### config.mk
export PLATFORM = sky130hd
export DESIGN_NAME = keypad_scan_flat
export DESIGN_NICKNAME = d
export VERILOG_FILES = /design/src/rtl/keypad_pkg.sv /design/src/rtl/keypad_scan_if.sv /design/src/rtl/keypad_debounce.sv /design/src/rtl/keypad_scan.sv /design/src/flat_wrapper.sv
export SDC_FILE = /design/constraint.sdc
export NUM_CORES = 1
export LEC_CHECK = 0
export CORE_MARGIN = 2
export CORE_UTILIZATION = 35
export DETAILED_ROUTE_END_ITERATION = 6
export SYNTH_ARGS = -nofsm -noshare
export SYNTH_HDL_FRONTEND = slang
export SYNTH_HIERARCHICAL = 1
export SYNTH_SLANG_ARGS = --single-unit
### constraint.sdc
create_clock -name clk -period 4.4 [get_ports clk]
set_input_delay 1.32 -clock clk [delete_from_list [all_inputs] [get_ports clk]]
set_output_delay 1.32 -clock clk [all_outputs]
set_load 0.005 [all_outputs]
### src/rtl/keypad_pkg.sv
// ============================================================================
//  Module      : keypad_pkg
//  Description : Shared types and sizes for the 4x4 keypad scanner.
//                Optional feature macro used by this block: KEYPAD_AUTOREPEAT_EN
//  Revision    : 1.0 - initial release
// ============================================================================
`default_nettype none

package keypad_pkg;

    localparam int NUM_ROWS = 4;
    localparam int NUM_COLS = 4;

    // Debounce FSM states
    typedef enum logic [1:0] {
        ST_IDLE     = 2'd0,
        ST_DEBOUNCE = 2'd1,
        ST_PRESSED  = 2'd2
    } state_t;

    // Classification of one complete scan frame
    typedef enum logic [1:0] {
        RES_NONE   = 2'd0,
        RES_SINGLE = 2'd1,
        RES_MULTI  = 2'd2
    } frame_res_t;

endpackage

`default_nettype wire

### src/rtl/keypad_scan_if.sv
// ============================================================================
//  Module      : keypad_scan_if
//  Description : Keypad pin and key-event bundle. The scanner is the master:
//                it reads rows and drives columns and the key event outputs.
//                Optional feature macro used by this block: KEYPAD_AUTOREPEAT_EN
//  Revision    : 1.0 - initial release
// ============================================================================
`default_nettype none

interface keypad_scan_if;
    import keypad_pkg::*;

    logic [NUM_ROWS-1:0] row;        // active-low rows from the pins
    logic [NUM_COLS-1:0] col;        // active-low one-hot column drive
    logic [3:0]          key;        // last accepted code
    logic                key_valid;  // one-cycle strobe
    logic                key_held;   // accepted key currently down

    modport master (
        input  row,
        output col,
        output key,
        output key_valid,
        output key_held
    );

    modport slave (
        output row,
        input  col,
        input  key,
        input  key_valid,
        input  key_held
    );
endinterface

`default_nettype wire

### src/rtl/keypad_debounce.sv
// ============================================================================
//  Module      : keypad_debounce
//  Description : Frame-level press/release debouncer. Consumes one result per
//                scan frame and produces key, key_valid and key_held.
//                KEYPAD_AUTOREPEAT_EN adds a periodic repeat strobe while held.
//  Revision    : 1.0 - initial release
// ============================================================================
`default_nettype none

module keypad_debounce
    import keypad_pkg::*;
#(
    parameter int DEBOUNCE      = 3,
    parameter int REPEAT_FRAMES = 25
) (
    input  logic       clk,
    input  logic       rst,
    input  logic       frame_stb,
    input  frame_res_t frame_res,
    input  logic [3:0] frame_code,
    output logic [3:0] key,
    output logic       key_valid,
    output logic       key_held
);

    localparam int CW = $clog2(DEBOUNCE + 1);

    if (DEBOUNCE < 1 || REPEAT_FRAMES < 1) begin : g_param_check
        $error("keypad_debounce: DEBOUNCE and REPEAT_FRAMES must be >= 1");
    end

    state_t          state, state_nx;
    logic [CW-1:0]   cnt, cnt_nx;       // matching press frames seen
    logic [CW-1:0]   rcnt, rcnt_nx;     // consecutive empty frames while held
    logic [3:0]      cand, cand_nx;     // code being debounced
    logic [3:0]      key_nx;
    logic            valid_nx;

`ifdef KEYPAD_AUTOREPEAT_EN
    localparam int RW = $clog2(REPEAT_FRAMES + 1);
    logic [RW-1:0]   rep, rep_nx;       // consecutive held frames since last strobe
`endif

    // State and output registers
    always_ff @(posedge clk) begin
        if (rst) begin
            state     <= ST_IDLE;
            cnt       <= '0;
            rcnt      <= '0;
            cand      <= '0;
            key       <= '0;
            key_valid <= 1'b0;
`ifdef KEYPAD_AUTOREPEAT_EN
            rep       <= '0;
`endif
        end else begin
            state     <= state_nx;
            cnt       <= cnt_nx;
            rcnt      <= rcnt_nx;
            cand      <= cand_nx;
            key       <= key_nx;
            key_valid <= valid_nx;
`ifdef KEYPAD_AUTOREPEAT_EN
            rep       <= rep_nx;
`endif
        end
    end

    // Next-state logic, evaluated only on the frame strobe
    always_comb begin
        state_nx = state;
        cnt_nx   = cnt;
        rcnt_nx  = rcnt;
        cand_nx  = cand;
        key_nx   = key;
        valid_nx = 1'b0;
`ifdef KEYPAD_AUTOREPEAT_EN
        rep_nx   = rep;
`endif
        if (frame_stb) begin
            case (state)
                ST_IDLE: begin
                    if (frame_res == RES_SINGLE) begin
                        cand_nx = frame_code;
                        if (DEBOUNCE == 1) begin
                            state_nx = ST_PRESSED;
                            key_nx   = frame_code;
                            valid_nx = 1'b1;
                            cnt_nx   = '0;
                            rcnt_nx  = '0;
`ifdef KEYPAD_AUTOREPEAT_EN
                            rep_nx   = '0;
`endif
                        end else begin
                            state_nx = ST_DEBOUNCE;
                            cnt_nx   = CW'(1);
                        end
                    end
                end
                ST_DEBOUNCE: begin
                    if (frame_res == RES_SINGLE && frame_code == cand) begin
                        if (cnt + CW'(1) == CW'(DEBOUNCE)) begin
                            state_nx = ST_PRESSED;
                            key_nx   = cand;
                            valid_nx = 1'b1;
                            cnt_nx   = '0;
                            rcnt_nx  = '0;
`ifdef KEYPAD_AUTOREPEAT_EN
                            rep_nx   = '0;
`endif
                        end else begin
                            cnt_nx = cnt + CW'(1);
                        end
                    end else begin
                        // Any break in the run discards the candidate
                        state_nx = ST_IDLE;
                        cnt_nx   = '0;
                    end
                end
                ST_PRESSED: begin
                    if (frame_res == RES_NONE) begin
`ifdef KEYPAD_AUTOREPEAT_EN
                        rep_nx = '0;
`endif
                        if (rcnt + CW'(1) == CW'(DEBOUNCE)) begin
                            state_nx = ST_IDLE;
                            rcnt_nx  = '0;
                        end else begin
                            rcnt_nx = rcnt + CW'(1);
                        end
                    end else begin
                        // Still held (or other keys added): release run restarts
                        rcnt_nx = '0;
`ifdef KEYPAD_AUTOREPEAT_EN
                        if (rep + RW'(1) == RW'(REPEAT_FRAMES)) begin
                            valid_nx = 1'b1;
                            rep_nx   = '0;
                        end else begin
                            rep_nx = rep + RW'(1);
                        end
`endif
                    end
                end
                default: begin
                    state_nx = ST_IDLE;
                    cnt_nx   = '0;
                    rcnt_nx  = '0;
                end
            endcase
        end
    end

    assign key_held = (state == ST_PRESSED);

endmodule

`default_nettype wire

### src/rtl/keypad_scan.sv
// ============================================================================
//  Module      : keypad_scan
//  Description : 4x4 matrix keypad scanner. Synchronizes rows, cycles an
//                active-low column drive, classifies each 4-slot frame and
//                hands the result to the frame debouncer.
//                Optional feature macro: KEYPAD_AUTOREPEAT_EN (auto-repeat).
//  Revision    : 1.0 - initial release
// ============================================================================
`default_nettype none

module keypad_scan
    import keypad_pkg::*;
#(
    parameter int SCAN_DIV      = 50000,
    parameter int DEBOUNCE      = 3,
    parameter int REPEAT_FRAMES = 25
) (
    input  logic          clk,
    input  logic          rst,
    keypad_scan_if.master kp
);

    localparam int DIV_W = $clog2(SCAN_DIV);

    if (SCAN_DIV < 4) begin : g_param_check
        $error("keypad_scan: SCAN_DIV must be >= 4");
    end

    logic [NUM_ROWS-1:0] sync1, sync2;
    logic [DIV_W-1:0]    div;
    logic [1:0]          col_idx;
    logic [NUM_COLS-1:0] col_drv;
    logic [1:0]          acc_cnt;      // low bits seen this frame, saturating at 2
    logic [3:0]          acc_code;     // code of the first low bit this frame

    logic                tick;
    logic [1:0]          slot_cnt;
    logic [3:0]          slot_code;
    logic [2:0]          sum_cnt;
    logic [1:0]          tot_cnt;
    logic [3:0]          tot_code;
    logic                frame_stb;
    frame_res_t          frame_res;

    assign tick = (div == DIV_W'(SCAN_DIV - 1));

    // Classify the current slot sample and merge it with the frame so far
    always_comb begin
        slot_cnt  = '0;
        slot_code = '0;
        for (int r = 0; r < NUM_ROWS; r++) begin
            if (!sync2[r]) begin
                if (slot_cnt != 2'd2) slot_cnt = slot_cnt + 2'd1;
                slot_code = {2'(r), col_idx};
            end
        end
        sum_cnt  = {1'b0, acc_cnt} + {1'b0, slot_cnt};
        tot_cnt  = (sum_cnt >= 3'd2) ? 2'd2 : sum_cnt[1:0];
        tot_code = (acc_cnt != 2'd0) ? acc_code : slot_code;
    end

    // The column-3 tick closes the frame, including that tick's own sample
    assign frame_stb = tick && (col_idx == 2'd3);
    assign frame_res = (tot_cnt == 2'd0) ? RES_NONE :
                       (tot_cnt == 2'd1) ? RES_SINGLE : RES_MULTI;

    // Synchronizer, slot divider, column driver and frame accumulator
    always_ff @(posedge clk) begin
        if (rst) begin
            sync1    <= '1;
            sync2    <= '1;
            div      <= '0;
            col_idx  <= '0;
            col_drv  <= 4'b1110;
            acc_cnt  <= '0;
            acc_code <= '0;
        end else begin
            sync1 <= kp.row;
            sync2 <= sync1;
            if (tick) begin
                div     <= '0;
                col_idx <= col_idx + 2'd1;
                col_drv <= ~(4'b0001 << (col_idx + 2'd1));
                if (col_idx == 2'd3) begin
                    acc_cnt  <= '0;
                    acc_code <= '0;
                end else begin
                    acc_cnt  <= tot_cnt;
                    acc_code <= tot_code;
                end
            end else begin
                div <= div + DIV_W'(1);
            end
        end
    end

    assign kp.col = col_drv;

    keypad_debounce #(
        .DEBOUNCE      (DEBOUNCE),
        .REPEAT_FRAMES (REPEAT_FRAMES)
    ) u_debounce (
        .clk        (clk),
        .rst        (rst),
        .frame_stb  (frame_stb),
        .frame_res  (frame_res),
        .frame_code (tot_code),
        .key        (kp.key),
        .key_valid  (kp.key_valid),
        .key_held   (kp.key_held)
    );

endmodule

`default_nettype wire
### src/flat_wrapper.sv
// flat-port wrapper written by rule: the top's interface ports become plain ports
module keypad_scan_flat import keypad_pkg::*;
#(
    parameter int SCAN_DIV      = 50000,
    parameter int DEBOUNCE      = 3,
    parameter int REPEAT_FRAMES = 25
)
  (clk, rst, kp_row, kp_col, kp_key, kp_key_valid, kp_key_held);
  keypad_scan_if kp_i ();
  input  logic clk;
  input  logic rst;
  input wire logic [$bits(kp_i.row)-1:0] kp_row;
  output wire logic [$bits(kp_i.col)-1:0] kp_col;
  output wire logic [$bits(kp_i.key)-1:0] kp_key;
  output wire logic [$bits(kp_i.key_valid)-1:0] kp_key_valid;
  output wire logic [$bits(kp_i.key_held)-1:0] kp_key_held;
  assign kp_i.row = kp_row;
  assign kp_col = kp_i.col;
  assign kp_key = kp_i.key;
  assign kp_key_valid = kp_i.key_valid;
  assign kp_key_held = kp_i.key_held;
  keypad_scan #(.SCAN_DIV(SCAN_DIV), .DEBOUNCE(DEBOUNCE), .REPEAT_FRAMES(REPEAT_FRAMES)) u_core (.clk(clk), .rst(rst), .kp(kp_i));
endmodule
== Yosys cells after proc, flatten, opt, wreduce, memory -nomap -nowiden ==
Index checks and enable logic that the tools add are counted.

* $add $sub $neg: 8
* Order comparisons: 1
* Eq/ne operators: 18
* Shifts and indexed selects: 1
* Mux-type cells: 32
* Bitwise logic cells: 6
* Reductions and logical operators: 13

{| class="wikitable"
|+ Operators by type and width
! kind !! number
|-
| 2-to-1 mux 2 bit || 22
|-
| case mux 2 bit (3 select lines) || 3
|-
| adder 16 x 1 -> 16 bit, second input constant || 1
|-
| equality test 16 bit, second input constant || 1
|-
| 2-to-1 mux 4 bit || 4
|-
| adder 2 x 1 -> 2 bit, second input constant || 5
|-
| inequality test 2 bit, second input constant || 5
|-
| equality test 2 bit, second input constant || 4
|-
| AND reduction 4 bit || 2
|-
| equality test 2 x 1 -> 1 bit, second input constant || 3
|-
| zero test 2 bit || 3
|-
| AND reduction 3 bit || 2
|-
| NOT 1 bit || 5
|-
| AND reduction 5 bit || 1
|-
| equality test 4 bit || 1
|-
| inequality test 2 x 1 -> 1 bit, second input constant || 2
|-
| NOT 4 bit || 1
|-
| OR reduction 4 bit || 1
|-
| << shifter 1 x 2 -> 4 bit, first input constant || 1
|-
| adder 2 x 2 -> 3 bit || 1
|-
| greater-or-equal comparator 3 x 2 -> 1 bit, second input constant || 1
|-
| 2-to-1 mux 3 bit || 1
|-
| inequality test 3 bit, second input constant || 1
|-
| adder 1 x 1 -> 2 bit, second input constant || 1
|-
| 5 further kinds || 7
|}

* Register bits after elaboration: 51
* Input port bits: 6
* Output and inout port bits: 10
* Logic and storage cells: 92

== Logic depth before layout (Yosys ltp) ==
* Word-level depth: 20
* Depth in mapped cells: 15
* Gate-level depth less buffers: 14

== By module ==
Netlist, hierarchy kept.

{| class="wikitable"
|+ By module, submodules not included
! module !! times used !! cells each !! area each (um^2) !! seq. area each (um^2)
|-
| keypad_scan || 1 || 186 || 1704.1 || 720.7
|-
| keypad_debounce || 1 || 80 || 719.4 || 300.3
|}

== Worst setup path before layout ==
Ideal clock, no wire load.

* Path kind: register to register
* Start point: register u_core.sync2[0]
* End point: register u_core.u_debounce.cand[0]
* Setup time: 128 ps
* Arrival time: 2793 ps
* Required time: 4272 ps
* Setup slack: 1479 ps
* Stages on the path, launching flop included: 16
* Buffers on the path: 1
* Period minus slack after synthesis: 2921 ps
* Path through: dfxtp_1 > inv_1 > ha_1 > mux2i_1 > ha_1 > nor2_1 > a21oi_1 > ha_1 > inv_1 > fa_1 > and3_1 > and4bb_2 > nor2b_1 > buf_2 > mux2i_1 > nor2_1

* Cells in the longest elaborated chain, start to end: 18
* Elaborated cells on any way between the ends: 27
* Classes of those cells: 4 x add/sub; 1 x order compare; 5 x eq/ne; 15 x mux; 2 x reduce/logical

{| class="wikitable"
|+ RTL lines
! item !! line !! source
|-
| start: declaration || keypad_scan.sv:29 || <nowiki>logic [NUM_ROWS-1:0] sync1, sync2;</nowiki>
|-
| start signal: assignment || keypad_scan.sv:79 || <nowiki>sync2 <= sync1;</nowiki>
|-
| 2-to-1 mux 1 bit (*) || keypad_scan.sv:52 || <nowiki>if (!sync2[r]) begin</nowiki>
|-
| adder 1 x 1 -> 2 bit / inequality test 1 x 2 -> 1 bit (equally long branches) || keypad_scan.sv:53 || <nowiki>if (slot_cnt != 2'd2) slot_cnt = slot_cnt + 2'd1;</nowiki>
|-
| 2-to-1 mux 2 bit || keypad_scan.sv:53 ||
|-
| 2-to-1 mux 2 bit (*) || keypad_scan.sv:52 ||
|-
| adder 2 x 1 -> 2 bit / inequality test 2 bit (equally long branches) || keypad_scan.sv:53 ||
|-
| 2-to-1 mux 2 bit || keypad_scan.sv:53 ||
|-
| 2-to-1 mux 2 bit (*) || keypad_scan.sv:52 ||
|-
| adder 2 x 1 -> 2 bit / inequality test 2 bit (equally long branches) || keypad_scan.sv:53 ||
|-
| [3 not listed] || n/a ||
|-
| greater-or-equal comparator 3 x 2 -> 1 bit || keypad_scan.sv:58 || <nowiki>tot_cnt = (sum_cnt >= 3'd2) ? 2'd2 : sum_cnt[1:0];</nowiki>
|-
| 2-to-1 mux 2 bit (*) || keypad_scan.sv:58 ||
|-
| equality test 2 x 1 -> 1 bit || keypad_scan.sv:65 || <nowiki>(tot_cnt == 2'd1) ? RES_SINGLE : RES_MULTI;</nowiki>
|-
| 2-to-1 mux 2 bit || keypad_scan.sv:65 ||
|-
| 2-to-1 mux 2 bit (*) || keypad_scan.sv:64 || <nowiki>assign frame_res = (tot_cnt == 2'd0) ? RES_NONE :</nowiki>
|-
| via u_core.frame_res[0] || keypad_scan.sv:43 || <nowiki>frame_res_t frame_res;</nowiki>
|-
| equality test 2 x 1 -> 1 bit (*) || keypad_debounce.sv:83 || <nowiki>if (frame_res == RES_SINGLE) begin</nowiki>
|-
| AND reduction 3 bit (no source line) (*) || n/a ||
|-
| end signal: assignment || keypad_debounce.sv:60 || <nowiki>cand <= cand_nx;</nowiki>
|-
| end: declaration || keypad_debounce.sv:35 || <nowiki>logic [3:0] cand, cand_nx;</nowiki>
|}

The timed path passes the listed nets; every way through them passes the cells marked *.
A chain may end at the register's enable or synchronous reset.

== Final worst setup path ==
* Start point: register u_core.sync2[0]
* End point: register u_core.u_debounce.cand[1]

The elaborated chain is that of the path after synthesis.

==> flow_metrics.py <==
metrics = {
    "clock_tree": {
        "cts_buffer_depth": 2,
        "numCtsBuffers": 5,
        "cts_hold_buf": 0,
        "cts_tree": "done",
        "cts-htree-levels": 2,
        "cts_resized": 0,
        "cts_root_buf": "clkbuf_8",
        "path_clk_slew_ps": 90,
        "postCtsSetupRepairBufs": 0,
        "worstSkewPairLatency_ps": 300,
        "clock-sinks": 51,
    },
    "sta": {
        "period_share_pct": 76.06,
        "fin_worst_skew_ps": 9.125,
        "finalCriticalPeriod_ps": 3347,
        "fmax_mhz": 298.8,
        "setup_violations": 0,
        "tightest_slew_ps": 668.6,
        "grt_setup_unrepaired": "false",
        "tns_ps": 0,
        "drv_slew": 0,
        "holdWs_ps": 412.7,
        "setup_ws_ps": 1053,
        "finalHoldViolCount": 0,
        "relSlewSlack_pct": 55.29,
    },
    "logic_synthesis": {
        "synth-xor-area-share_pct": 6.505,
        "syn_inst": 266,
        "syn-mean-instance-area_sq_um": 9.111,
        "synth-seq-cells": 51,
        "synthTopCellsByArea": "dfxtp_1 (42%), nor2_1 (5.3%), ha_1 (5.2%), xnor2_1 (4.3%), nand2_1 (2.8%)",
        "yosys_warnings": 6,
        "syn_area_sq_um": 2424,
        "synthAdderAreaFrac_pct": 5.989,
        "synth_compound_area_share_pct": 10.07,
        "ys_seq_area_share_pct": 42.13,
        "synth_nets": 283,
        "synth_top_family_by_area": "simple AND/OR/NAND/NOR gates",
        "ys_types": 51,
        "synth_top_area_share_pct": 42.13,
        "synthMuxAreaShare_pct": 2.478,
        "yosysTopAreaCell": "dfxtp_1",
        "synth_simple_gate_area_share_pct": 28.50,
        "synth-edff-count": 0,
        "synthArstFlopShare_pct": 0,
        "synth_flop_cell": "dfxtp_1",
    },
    "setup_path": {
        "arrival_ps": 3540,
        "cp_cell_sequence": "inv_1, ha_1, mux2i_1, ha_1, nor2_1, a21oi_1, ha_1, inv_1, fa_1, and3_1, and4bb_2, nor2b_1, mux2i_1, nor2_1",
        "reg2reg_slack_ps": 1050,
        "cp-end-kind": "flip-flop",
        "startpoint": "u_core/sync2[0]$_SDFF_PP1_",
        "cp.required_ps": 4600,
        "cp_max_fo": 6,
        "reg2regPathDepth": 14,
        "slowest_delay_ps": 490,
        "critPathLaunchType": "flip-flop",
        "r2r_end": "u_core/u_debounce/cand[1]$_SDFFE_PP0P_",
        "r2r-start": "u_core/sync2[0]$_SDFF_PP1_",
        "crit_type": "reg2reg",
        "crit_top_cell": "ha_1",
        "slowest_stage": "fa_1",
    },
    "global_routing": {
        "grt_usage_pct": 12.79,
        "grt_pass1_wl_microns": 7776,
        "grt_max_degree": 23,
        "grt_pass1_vias": 1702,
        "antenna_found_initial": 0,
        "overflow": 0,
    },
    "final_layout": {
        "finalNetCount": 295,
        "drive_above_1_share_pct": 9.677,
        "n_antenna_cell": 0,
        "synthToLayoutAreaGrowth_pct": 11.20,
        "fill_cells": 692,
    },
    "floorplan": {
        "die_area_sq_um": 7606,
        "die_x_microns": 87.22,
        "row_count": 30,
        "io_pins": 16,
        "die_y_microns": 87.22,
        "initial_utilization_pct": 35.87,
        "core_sq_um": 6756,
    },
    "detailed_routing": {
        "drc": 0,
        "routed_wl_microns": 4392,
        "vias_per_cell": 5.081,
        "drt_first_pass_iters": 4,
        "antenna_left": 0,
        "routed-via-count": 1824,
        "initialDrtViolationCount": 102,
        "wire_per_inst_microns": 12.23,
    },
    "place": {
        "io_buffers": 15,
        "gp_congestion": 0.7936,
        "hpwl_microns": 3004,
        "place_ws_ps": 1036,
    },
    "hold_path": {
        "min_to": "u_core/sync2[1]$_SDFF_PP1_",
        "holdPathStages": 1,
        "hp-start": "u_core/sync1[1]$_SDFF_PP1_",
        "hold_path_class": "reg2reg",
    },
    "power_and_ir_drop": {
        "peakVddDrop_uv": 124.5,
        "powerDensity_nw_per_um2": 290.5,
        "p_leak_nw": 0.9558,
    },
    "run_status": {
        "status": "complete, no violations",
    },
    "job": {
        "cap_violations": 0,
    },
}
## metrics by stage
step / power (mW) / instance area (sq um) / std cells / util, %
6_report: 0.7829 / 2695 / 359 / 39.89
5_1_grt: 0.8206 / 2695 / 359 / 39.89
4_1_cts: 0.7964 / 2695 / 359 / 39.89
3_5_place_dp: 0.5323 / 2614 / 351 / 38.69
3_3_place_gp: 0.5319 / 2614 / 351 / 38.69
2_1_floorplan: 0.5183 / 2424 / 266 / -
## how the worst max path moves through the flow
stage          cells after the start  slack (ps)                                     end
4_1_cts                           14        1030  u_core/u_debounce/cand[1]$_SDFFE_PP0P_
3_3_place_gp                      14        1180  u_core/u_debounce/cand[0]$_SDFFE_PP0P_
5_1_grt                           14         720  u_core/u_debounce/cand[3]$_SDFFE_PP0P_
3_5_place_dp                      14        1040  u_core/u_debounce/cand[1]$_SDFFE_PP0P_
6_report                          14        1050  u_core/u_debounce/cand[1]$_SDFFE_PP0P_
2_1_floorplan                     15        1480  u_core/u_debounce/cand[0]$_SDFFE_PP0P_
## kinds of logic (layout without fill, tap and decap cells)
kind of cell,Yosys count,in the layout
buffers and inverters,21,34
adders and majority gates,11,11
DFF,51,51
muxes,6,6
AOI/OAI and AO/OA,37,37
and+or+nand+nor,122,122
xor gates and xnor gates,18,18
## registers in the layout (all words and copies together), names as in the netlist
register	cells
u_core/div	16
u_core/acc_code	4
u_core/kp.col	4
u_core/sync1	4
u_core/sync2	4
u_core/u_debounce/cand	4
u_core/u_debounce/key	4
u_core/acc_cnt	2
u_core/col_idx	2
u_core/u_debounce/cnt	2
u_core/u_debounce/rcnt	2
u_core/u_debounce/state	2
u_core/u_debounce/key_valid	1
## placed cells by master, fill, tap and decap left out, types with 2 or more instances in the layout
cell	n
nand4_1	8
o21ai_0	8
or4_1	3
and4_2	2
a21oi_1	13
and2_1	3
nor2b_1	4
nor4_1	2
nand3_1	9
or3b_1	2
nand2_1	18
xnor2_1	12
a21oi_2	2
nand4b_1	2
ha_1	10
or2_2	9
dfxtp_1	51
or4bb_1	2
clkbuf_8	5
nor3_1	3
and3_1	3
inv_1	10
clkdlybuf4s50_1	15
clkbuf_1	2
a211o_1	5
nand3b_1	2
nor4b_1	2
nand2b_1	3
a311oi_1	2
nor2_1	34
mux2i_1	6
xor2_1	6
## worst max-delay path: cells and delay by family, from the launching register on
| kind | cells | cell delay, ps |
|---|---|---|
| fa+ha+maj | 4 | 1110 |
| simple gates | 5 | 1070 |
| mux | 2 | 460 |
| flops | 1 | 390 |
| compound gates | 1 | 120 |
| buf+inv | 2 | 110 |
## where the power goes
part           switching (mW)  internal [mW]
sequential            0.00553          0.468
combinational          0.0256         0.0214
clock                   0.150          0.112
total                   0.181          0.602
## layout make-up
type | instances | area (sq um) | share of cell area, %
inverter | 10 | 37.54 | 1.393
sequential | 51 | 1021 | 37.88
timing repair buffer | 16 | 157.7 | 5.850
clock inverter | 1 | 5.005 | 0.1857
multi-input combinational | 194 | 1297 | 48.14
clock buffer | 7 | 76.32 | 2.832
tap | 80 | 100.1 | 3.714
## cells in the mapped netlist (4+ instances only)
master / number
nor2_1: 34
nand4_1: 8
nand2_1: 18
o21ai_0: 8
nand3_1: 9
xnor2_1: 12
a211o_1: 5
clkbuf_1: 5
or2_2: 9
xor2_1: 6
mux2i_1: 6
nor2b_1: 4
ha_1: 10
a21oi_1: 13
inv_1: 10
dfxtp_1: 51
## metal layers
layer  part of all wire (%)  global-route usage, %
met1                     49                  16.64
met5                      0                      0
met3                    3.3                  3.318
met2                     46                  20.47
met4                    1.5                  4.615
Power figures use the tool's default switching activity.
